<file path="src/rtl/decoder_scan_seq_if.sv">
// Command channel for decoder_scan_seq.
//   in_valid : command valid (master -> slave)
//   in_ready : command accept (slave -> master)
//   in_mode  : 0 OFF, 1 DIRECT, 2 SCAN_UP, 3 SCAN_DN
//   in_sel   : index for DIRECT, start index for scans
interface decoder_scan_seq_if #(
  parameter int unsigned SEL_W = 4
);
  logic             in_valid;
  logic             in_ready;
  logic [1:0]       in_mode;
  logic [SEL_W-1:0] in_sel;

  modport master (
    output in_valid,
    output in_mode,
    output in_sel,
    input  in_ready
  );

  modport slave (
    input  in_valid,
    input  in_mode,
    input  in_sel,
    output in_ready
  );
endinterface

</file>
<file path="src/rtl/decoder_scan_seq.sv">
// Registered one-hot decoder with a built-in scan sequencer.
// Drives 2^SEL_W one-hot select lines, either loaded directly from a command
// or auto-stepped up/down, holding each index for DWELL cycles.
//   clk, rst_n : clock, asynchronous active-low reset
//   en         : global enable; low freezes all state and forces wrap low
//   cmd        : valid/ready command channel (slave side)
//   y          : registered one-hot select, zero when OFF
//   y_active   : high when y is non-zero
//   cur_idx    : currently selected index
//   wrap       : one-cycle pulse in the cycle y first shows a wrapped index
module decoder_scan_seq #(
  parameter int unsigned SEL_W = 4,
  parameter int unsigned DWELL = 4
) (
  input  logic                    clk,
  input  logic                    rst_n,
  input  logic                    en,
  decoder_scan_seq_if.slave       cmd,
  output logic [(1<<SEL_W)-1:0]   y,
  output logic                    y_active,
  output logic [SEL_W-1:0]        cur_idx,
  output logic                    wrap
);

  localparam int unsigned N    = 1 << SEL_W;
  localparam int unsigned CntW = (DWELL > 1) ? $clog2(DWELL) : 1;
  localparam logic [CntW-1:0]  CntMax = CntW'(DWELL - 1);
  localparam logic [SEL_W-1:0] IdxMax = SEL_W'(N - 1);

  typedef enum logic [1:0] {
    StOff    = 2'd0,
    StDirect = 2'd1,
    StScanUp = 2'd2,
    StScanDn = 2'd3
  } state_e;

  state_e           state_q, state_d;
  logic [SEL_W-1:0] idx_q, idx_d;
  logic [CntW-1:0]  cnt_q, cnt_d;
  logic             wrap_q, wrap_d;
  logic [N-1:0]     y_q, y_d;
  logic             active_q, active_d;
  logic             accept;

  assign cmd.in_ready = en;
  assign accept       = cmd.in_valid & en;

  always_comb begin
    state_d = state_q;
    idx_d   = idx_q;
    cnt_d   = cnt_q;
    wrap_d  = 1'b0;

    if (en) begin
      if (accept) begin
        // A command always wins over a step scheduled in the same cycle.
        state_d = state_e'(cmd.in_mode);
        idx_d   = (state_e'(cmd.in_mode) == StOff) ? '0 : cmd.in_sel;
        cnt_d   = '0;
      end else begin
        unique case (state_q)
          StScanUp: begin
            if (cnt_q == CntMax) begin
              cnt_d  = '0;
              idx_d  = idx_q + SEL_W'(1);
              wrap_d = (idx_q == IdxMax);
            end else begin
              cnt_d = cnt_q + CntW'(1);
            end
          end
          StScanDn: begin
            if (cnt_q == CntMax) begin
              cnt_d  = '0;
              idx_d  = idx_q - SEL_W'(1);
              wrap_d = (idx_q == '0);
            end else begin
              cnt_d = cnt_q + CntW'(1);
            end
          end
          default: ;
        endcase
      end
    end

    // Outputs are decoded from next state so they register in step with it.
    y_d      = '0;
    active_d = (state_d != StOff);
    if (active_d) begin
      y_d[idx_d] = 1'b1;
    end
  end

  always_ff @(posedge clk or negedge rst_n) begin
    if (!rst_n) begin
      state_q  <= StOff;
      idx_q    <= '0;
      cnt_q    <= '0;
      wrap_q   <= 1'b0;
      y_q      <= '0;
      active_q <= 1'b0;
    end else begin
      state_q  <= state_d;
      idx_q    <= idx_d;
      cnt_q    <= cnt_d;
      wrap_q   <= wrap_d;
      y_q      <= y_d;
      active_q <= active_d;
    end
  end

  assign y        = y_q;
  assign y_active = active_q;
  assign cur_idx  = idx_q;
  assign wrap     = wrap_q;

endmodule

</file>
<file path="src/flat_wrapper.sv">
// flat-port wrapper written by rule: the top's interface ports become plain ports
module decoder_scan_seq_flat 
#(
  parameter int unsigned SEL_W = 4,
  parameter int unsigned DWELL = 4
)
  (clk, rst_n, en, y, y_active, cur_idx, wrap, cmd_in_valid, cmd_in_mode, cmd_in_sel, cmd_in_ready);
  decoder_scan_seq_if #(.SEL_W(SEL_W)) cmd_i ();
  input  logic clk;
  input  logic rst_n;
  input  logic en;
  output logic [(1<<SEL_W)-1:0] y;
  output logic y_active;
  output logic [SEL_W-1:0] cur_idx;
  output logic wrap;
  input wire logic [$bits(cmd_i.in_valid)-1:0] cmd_in_valid;
  input wire logic [$bits(cmd_i.in_mode)-1:0] cmd_in_mode;
  input wire logic [$bits(cmd_i.in_sel)-1:0] cmd_in_sel;
  output wire logic [$bits(cmd_i.in_ready)-1:0] cmd_in_ready;
  assign cmd_i.in_valid = cmd_in_valid;
  assign cmd_i.in_mode = cmd_in_mode;
  assign cmd_i.in_sel = cmd_in_sel;
  assign cmd_in_ready = cmd_i.in_ready;
  decoder_scan_seq #(.SEL_W(SEL_W), .DWELL(DWELL)) u_core (.clk(clk), .rst_n(rst_n), .en(en), .cmd(cmd_i), .y(y), .y_active(y_active), .cur_idx(cur_idx), .wrap(wrap));
endmodule
</file>
<file path="config.mk">
export PLATFORM = sky130hd
export DESIGN_NAME = decoder_scan_seq_flat
export DESIGN_NICKNAME = d
export VERILOG_FILES = /design/src/rtl/decoder_scan_seq_if.sv /design/src/rtl/decoder_scan_seq.sv /design/src/flat_wrapper.sv
export SDC_FILE = /design/constraint.sdc
export NUM_CORES = 1
export LEC_CHECK = 0
export ABC_AREA = 0
export CAP_MARGIN = 20
export CORE_UTILIZATION = 50
export CTS_BUF_LIST = sky130_fd_sc_hd__clkbuf_2
export CTS_CLUSTER_SIZE = 14
export DETAILED_ROUTE_END_ITERATION = 12
export DONT_BUFFER_PORTS = 1
export HOLD_SLACK_MARGIN = 0.05
export SLEW_MARGIN = 20
export SYNTH_ARGS = -nofsm -noshare
export SYNTH_HDL_FRONTEND = slang
export SYNTH_SLANG_ARGS = --single-unit
</file>
<file path="constraint.sdc">
create_clock -name clk -period 2.35 [get_ports clk]
set_clock_uncertainty 0.15 [all_clocks]
set_input_delay 0.1175 -clock clk [delete_from_list [all_inputs] [get_ports clk]]
set_output_delay 0.1175 -clock clk [all_outputs]
set_load 0.01 [all_outputs]
</file>
==> qor.yml, run 1 <==
finish:
  drive_above_1_share: 0.1368
  fill_cells: 197
  num_antenna_cells: 0
  fin_nets: 132
  synthToLayoutAreaGrowth_pct: 16.13
  final-instance-count-excl-fill: 145
logic_synthesis:
  synth.cell_area_um2: 1202
  syn_avg_cell_area_um2: 11.56
  synth_top_area_frac: 0.5411
  synth_area_leaders: "dfrtp_1 (54%), nor3_1 (7.5%), ha_1 (4.2%), mux2i_1 (2.5%), o221ai_4 (2.2%)"
  yosysTopAreaCell: "dfrtp_1"
  synth_seq_cells: 26
  yosysUniqueCellTypes: 35
  syn_inst: 104
  syn_nets: 118
  synth_warnings: 0
  ys_seq_area_frac: 0.5411
timing:
  max_freq_ghz: 0.4493
  maxSlewViolCount: 0
  slew_headroom: 0.6963
  whs_ns: 0.08251
  hold_viol: 0
  setup_viol: 0
  worst-slew-pin-transition_ns: 0.4555
  rsz0062_at_grt: "false"
  finalCritPeriodShare: 0.9472
  layout_min_cycle_time_ns: 2.226
  setup_tns_ns: 0
die:
  dieArea_um2: 2605
  rows: 17
  coreArea_um2: 2233
  fp.dieH_um: 51.04
  fp.dieW_um: 51.04
  ios: 33
  start_util: 0.5384
critical_path:
  critPathMaxFanout: 6
  cp.required_ns: 2.50
  endpoint_kind: "flop"
  startpoint_type: "flop"
  worstSetupPathType: "flop to flop"
  ff2ff_path_depth: 7
  cp.arrival_ns: 2.38
flow_run:
  drv_cap: 0
placed_design:
  numPortBuffers: 0
  placed_cells: 129
  place.gp.congestion: 0.8553
  hpwl_mm: 1.613
cts:
  path_clk_slew_ns: 0.23
  cts_setup_buffers: 0
  cts_root_buffer: "clkbuf_2"
  cts_buffers: 3
  clock-sinks: 26
  cts_buffer_depth: 2
  htreeDepth: 1
  cts_tree: "done"
  insertion_delay_ns: 0.36
global_route:
  grt_max_degree: 27
  antenna_found_initial: 0
  grt_use_total: 0.2330
  grt_pass1_wl_mm: 4.305
  grt_pass1_vias: 869
  overflow: 0
drt:
  wirelength_mm: 2.629
  via_per_inst: 6.048
  drc: 0
  drtPass1Iterations: 4
  wl_per_cell_um: 18.13
  vias: 877
  drt_iter0_markers: 13
  ant_nets: 0
hold_path:
  holdPathStages: 4
  min_path_type: "input pin to flop"
outcome:
  status: "finished clean"
power:
  vdd_ir_drop_max_mv: 0.4571
  power_leakage_nw: 0.6249
  power_density_nw_per_um2: 763.7
-- final timing paths --
path                                   start                 to  slack (ns)
setup / recovery           u_core.cur_idx[1]       u_core.y[12]        0.12
hold / removal                  cmd_in_valid  u_core.cur_idx[3]        0.08
setup reg to reg           u_core.cur_idx[1]       u_core.y[12]        0.12
hold reg to reg              u_core.cnt_q[0]    u_core.cnt_q[0]        0.45
max in group asynchronous              rst_n  u_core.cur_idx[0]        1.81
min in group asynchronous              rst_n    u_core.cnt_q[1]        0.09
-- stage by stage --
stage / worst slack, ns / total power [mW] / utilization / cell area [um^2]
floorplan: 0.2971 / 0.7141 / - / 1202
global placement: 0.2235 / 0.7405 / 0.5417 / 1210
detailed placement: 0.1414 / 0.7488 / 0.5417 / 1210
CTS: 0.1001 / 1.065 / 0.6247 / 1395
global route: 0.005471 / 1.114 / 0.6252 / 1396
finish: 0.1242 / 1.066 / 0.6252 / 1396
-- cell usage after synthesis --
master and number:
o2111ai_1 1, nor3_1 18, and2b_1 2, mux2i_1 3, nor2b_1 2, inv_2 1, xnor2_1 2, a22o_1 1
nand3b_1 2, nand3_1 2, buf_2 1, or3b_4 1, buf_4 2, o221ai_1 1, dfrtp_1 26, mux2_4 1
buf_6 2, o2bb2ai_1 2, ha_1 4, o21ai_0 2, nor4bb_1 1, inv_1 3, nand2b_1 1, nor2_1 5
o31ai_1 1, a31oi_1 4, a22oi_1 1, mux2_2 2, nor4b_1 1, inv_4 1, o211ai_1 1, and2_1 1
o221ai_4 1, and3_1 1, nand2_1 4
-- final cells by class --
| type | instances | area [um^2] | area share |
|---|---|---|---|
| Sequential cell | 26 | 651.9 | 0.4668 |
| Multi-Input combinational cell | 68 | 488.0 | 0.3495 |
| Timing Repair Buffer | 14 | 155.1 | 0.1111 |
| Tap cell | 28 | 35.03 | 0.02509 |
| Clock inverter | 1 | 30.03 | 0.02151 |
| Inverter | 5 | 21.27 | 0.01523 |
| Clock buffer | 3 | 15.01 | 0.01075 |
-- flip-flops by register name (all words and copies together) (netlist names) --
name and count:
u_core.y_active 1, u_core.wrap 1, u_core.cur_idx 4, u_core.y 16, u_core.state_q 2, u_core.cnt_q 2
-- critical path, stage by stage (launching register included) --
cell,delay [ns]
dfrtp_1,0.57
inv_1,0.11
ha_1,0.30
xnor2_1,0.16
o31ai_1,0.08
a22o_1,0.24
or3b_4,0.43
nor3_1,0.14
-- cell usage in the layout (no fill, tap or decap) --
cell	netlist	routed
nor3_1	18	18
buf_12	0	2
nand2b_1	1	1
mux2_2	2	2
xnor2_1	2	2
and2_1	1	1
nor4bb_1	1	1
nand2_1	4	4
o2111ai_1	1	1
and2b_1	2	2
dlygate4sd3_1	0	10
nand3b_1	2	2
or3b_4	1	1
a22o_1	1	1
buf_4	2	2
o211ai_1	1	1
a31oi_1	4	4
nor2_1	5	5
inv_1	3	3
inv_4	1	1
o21ai_0	2	2
o221ai_4	1	1
o221ai_1	1	1
nand3_1	2	2
dfrtp_2	0	1
o31ai_1	1	1
clkbuf_2	0	3
o2bb2ai_1	2	2
and3_1	1	1
a22oi_1	1	1
bufinv_16	0	1
ha_1	4	4
dfrtp_1	26	25
nor2b_1	2	2
nor4b_1	1	1
inv_2	1	1
mux2_4	1	1
mux2i_1	3	3
-- layer usage --
layer / GRT usage / wire, um / vias to the layer above
met4: 0.1528 / 96 / 0
met3: 0.04167 / 168 / 12
met2: 0.3399 / 1259 / 41
li1: - / - / 400
met5: 0 / 0 / -
met1: 0.3164 / 1105 / 424
-- kinds of logic after synthesis --
group,after synthesis,share of synthesized area
flops,26,0.5411
fa+ha+maj,4,0.04162
xor+xnor,2,0.01457
buf+inv,10,0.05306
compound gates,15,0.1062
simple gates,41,0.1873
mux,6,0.05619
-- where the power goes --
| part | leakage (nW) | internal, mW | switching [mW] |
|---|---|---|---|
| registers | 0.341 | 0.492 | 0.0638 |
| logic | 0.257 | 0.110 | 0.122 |
| clock network | 0.0266 | 0.146 | 0.133 |
-- what timing repair did --
action | 4_1_cts | 5_1_grt
hold endpoints to repair | 52 | 0
gates resized for setup | 0 | 1
hold buffers | 12 | 0
setup endpoints to repair | 0 | 6
Power figures use the tool's default switching activity.
==> run 2, diff against run 1 <==
--- a/config.mk
+++ b/config.mk
@@ -13,6 +13,7 @@
 export DETAILED_ROUTE_END_ITERATION = 12
 export DONT_BUFFER_PORTS = 1
 export HOLD_SLACK_MARGIN = 0.05
+export REMOVE_ABC_BUFFERS = 1
 export SLEW_MARGIN = 20
 export SYNTH_ARGS = -nofsm -noshare
 export SYNTH_HDL_FRONTEND = slang
==> run 2 against run 1 <==
  * Setup slack improved by 0.0010 ns
  * Clock-buffer cell count did not move
  * First-iteration DRC count rose by 77%
  * Wire length fell by 3.2%
  * Hold slack improved by 0.00088 ns
  * Clock power fell by 2%
  * Combinational power rose by 5%
  * Critical endpoint is now u_core.y[8]
  * Largest power group unchanged
  * Highest routed layer unchanged
==> qor.yml, run 2 (synthesis gave the netlist of run 1 again) <==
power:
  share_seq_of_total_power: 0.516  # -0.005
  p_total_mw: 1.067  # about the same
  power_switching_mw: 0.3133  # -1.5%
  clkPwrFrac: 0.257  # -0.005
  vdd_ir_drop_max_mv: 0.5275  # +15%
  power_density_nw_per_um2: 755.9  # -1.0%
  p_int_mw: 0.7535  # +0.71%
  p_comb_frac: 0.228  # +0.011
  power_leakage_nw: 0.6345  # +1.5%
  p_sw_frac: 0.2937  # -0.004716
cts:
  cts_tree: "done"
  cts_root_buffer: "clkbuf_2"
  insertion_delay_ns: 0.33  # -0.03 ns
  cts_buffer_depth: 2  # unchanged
  htreeDepth: 1  # unchanged
  clock-sinks: 26  # unchanged
  cts_buffers: 3  # unchanged
  path_clk_slew_ns: 0.24  # about the same
drt:
  drtPass1Iterations: 4  # unchanged
  wl_per_cell_um: 17.31  # -4.5%
  vias: 881  # +0.46%
  wirelength_mm: 2.545  # -3.2%
  ant_nets: 0  # unchanged
  drc: 0  # unchanged
  drt_iter0_markers: 23  # +10
  via_per_inst: 5.993  # -0.91%
timing:
  layout_min_cycle_time_ns: 2.225  # -0.001048 ns
  worst-slew-pin-transition_ns: 0.4176  # -0.03795 ns
  setup_viol: 0  # unchanged
  slew_headroom: 0.7137  # +0.01734
  whs_ns: 0.08338  # +0.0008750 ns
  rsz0062_at_grt: "false"
  maxSlewViolCount: 0  # unchanged
  finalCritPeriodShare: 0.9467  # about the same
  max_freq_ghz: 0.4495  # about the same
  setup_tns_ns: 0  # unchanged
  hold_viol: 0  # unchanged
critical_path:
  worstSetupPathType: "flop to flop"
  cp.required_ns: 2.47  # -0.03 ns
  critPathMaxFanout: 5  # -1
  r2r_slack_ns: 0.13  # about the same
  endpoint_kind: "flop"
  ff2ff_path_depth: 7  # unchanged
  cp.arrival_ns: 2.34  # -0.04 ns
  startpoint_type: "flop"
  timing.rr.end: "u_core.y[8]"
  reg2reg_from: "u_core.cur_idx[0]"
global_route:
  antenna_found_initial: 0  # unchanged
  overflow: 0  # unchanged
  grt_pass1_vias: 859  # -1.2%
  grt_pass1_wl_mm: 4.284  # -0.49%
  grt_max_degree: 27  # unchanged
  grt_use_total: 0.2271  # -0.005907
finish:
  most-common-layout-cells: "dfrtp_1 (25), nor3_1 (18), dlygate4sd3_1 (10), nor2_1 (5)"
  drive_above_1_share: 0.1513  # +0.01451
  multiInputGateArea_um2: 488.0  # unchanged
  postLayoutCoreUtil: 0.6319  # +0.006723
  fill_cells: 188  # -4.6%
  num_antenna_cells: 0  # unchanged
  fin_nets: 134  # +1.5%
  layout_commonest_cell: "dfrtp_1"
  final-instance-count-excl-fill: 147  # +1.4%
  regArea_um2: 651.9  # unchanged
  largest_reg_flops: 16  # unchanged
  synthToLayoutAreaGrowth_pct: 17.38
outcome:
  status: "finished clean"
placed_design:
  place.gp.congestion: 0.7498  # -12%
  placed_cells: 130  # +0.78%
  numPortBuffers: 0  # unchanged
  hpwl_mm: 1.707  # +5.8%
die:
  ios: 33  # unchanged
  coreArea_um2: 2233  # unchanged
  dieArea_um2: 2605  # unchanged
  rows: 17  # unchanged
  fp.dieW_um: 51.04  # unchanged
  fp.dieH_um: 51.04  # unchanged
  start_util: 0.5384  # unchanged
hold_path:
  min_path_type: "input pin to flop"
  hold_start: "cmd_in_mode[0]"
  holdPathStages: 4  # unchanged
  hold_end: "u_core.y[14]"
flow_run:
  drv_cap: 0  # unchanged
run 2: cell count changes in the layout (fill, tap and decap cells not counted):
cell	before	now
buf_4	2	4
run 2: area by class of cell:
cell class                 count  share of cell area
clock buffer                   3             0.01064
clock inverter                 1             0.02128
inverter                       5             0.01507
multi-input combinational     68              0.3457
sequential                    26              0.4619
tap                           28             0.02482
timing repair buffer          16              0.1206
run 2: how the worst max path moves through the flow:
stage | start | end | slack (ns) | depth (start not counted)
finish | u_core.cur_idx[0] | u_core.y[8] | 0.13 | 7
global route | u_core.cur_idx[0] | u_core.y[8] | 0.007 | 7
CTS | u_core.cur_idx[1] | u_core.y[8] | 0.09 | 7
detailed placement | u_core.cur_idx[1] | u_core.y[12] | 0.17 | 7
global placement | u_core.cur_idx[1] | u_core.y[0] | 0.26 | 7
floorplan | u_core.cur_idx[0] | u_core.y[12] | 0.30 | 7
run 2: what timing repair did:
item | 4_1_cts | 5_1_grt
hold endpoints to repair | 52 | 0
hold buffers | 12 | 0
endpoints found under the setup margin | 0 | 10
gates resized for setup | 0 | 1
buffers inserted | 0 | 1
run 2: layer usage:
layer	global-route usage	up-vias	routed length, um
li1	-	409	-
met1	0.2865	431	1063
met2	0.3860	37	1284
met3	0.04762	4	166
met4	0.07407	0	30
met5	0	-	0
run 2: power groups by stage:
stage	sequential [mW]	combinational, mW	clock [mW]
floorplan	0.549	0.147	0
global placement	0.558	0.187	0
global route	0.558	0.270	0.298
finish	0.550	0.243	0.274
CTS	0.551	0.235	0.286
detailed placement	0.559	0.193	0
run 2: through the flow:
| step | setup WS (ns) | area [um^2] |
|---|---|---|
| 2_1_floorplan | 0.2971 | 1160 |
| 3_3_place_gp | 0.2609 | 1217 |
| 3_5_place_dp | 0.1703 | 1217 |
| 4_1_cts | 0.09200 | 1403 |
| 5_1_grt | 0.006888 | 1411 |
| 6_report | 0.1252 | 1411 |
run 2: worst max-delay path: stages (launching register included):
cell and delay, ns:
dfrtp_1 0.46, inv_1 0.11, ha_1 0.31, xnor2_1 0.18
o31ai_1 0.09, a22o_1 0.25, or3b_4 0.43, nor3_1 0.18
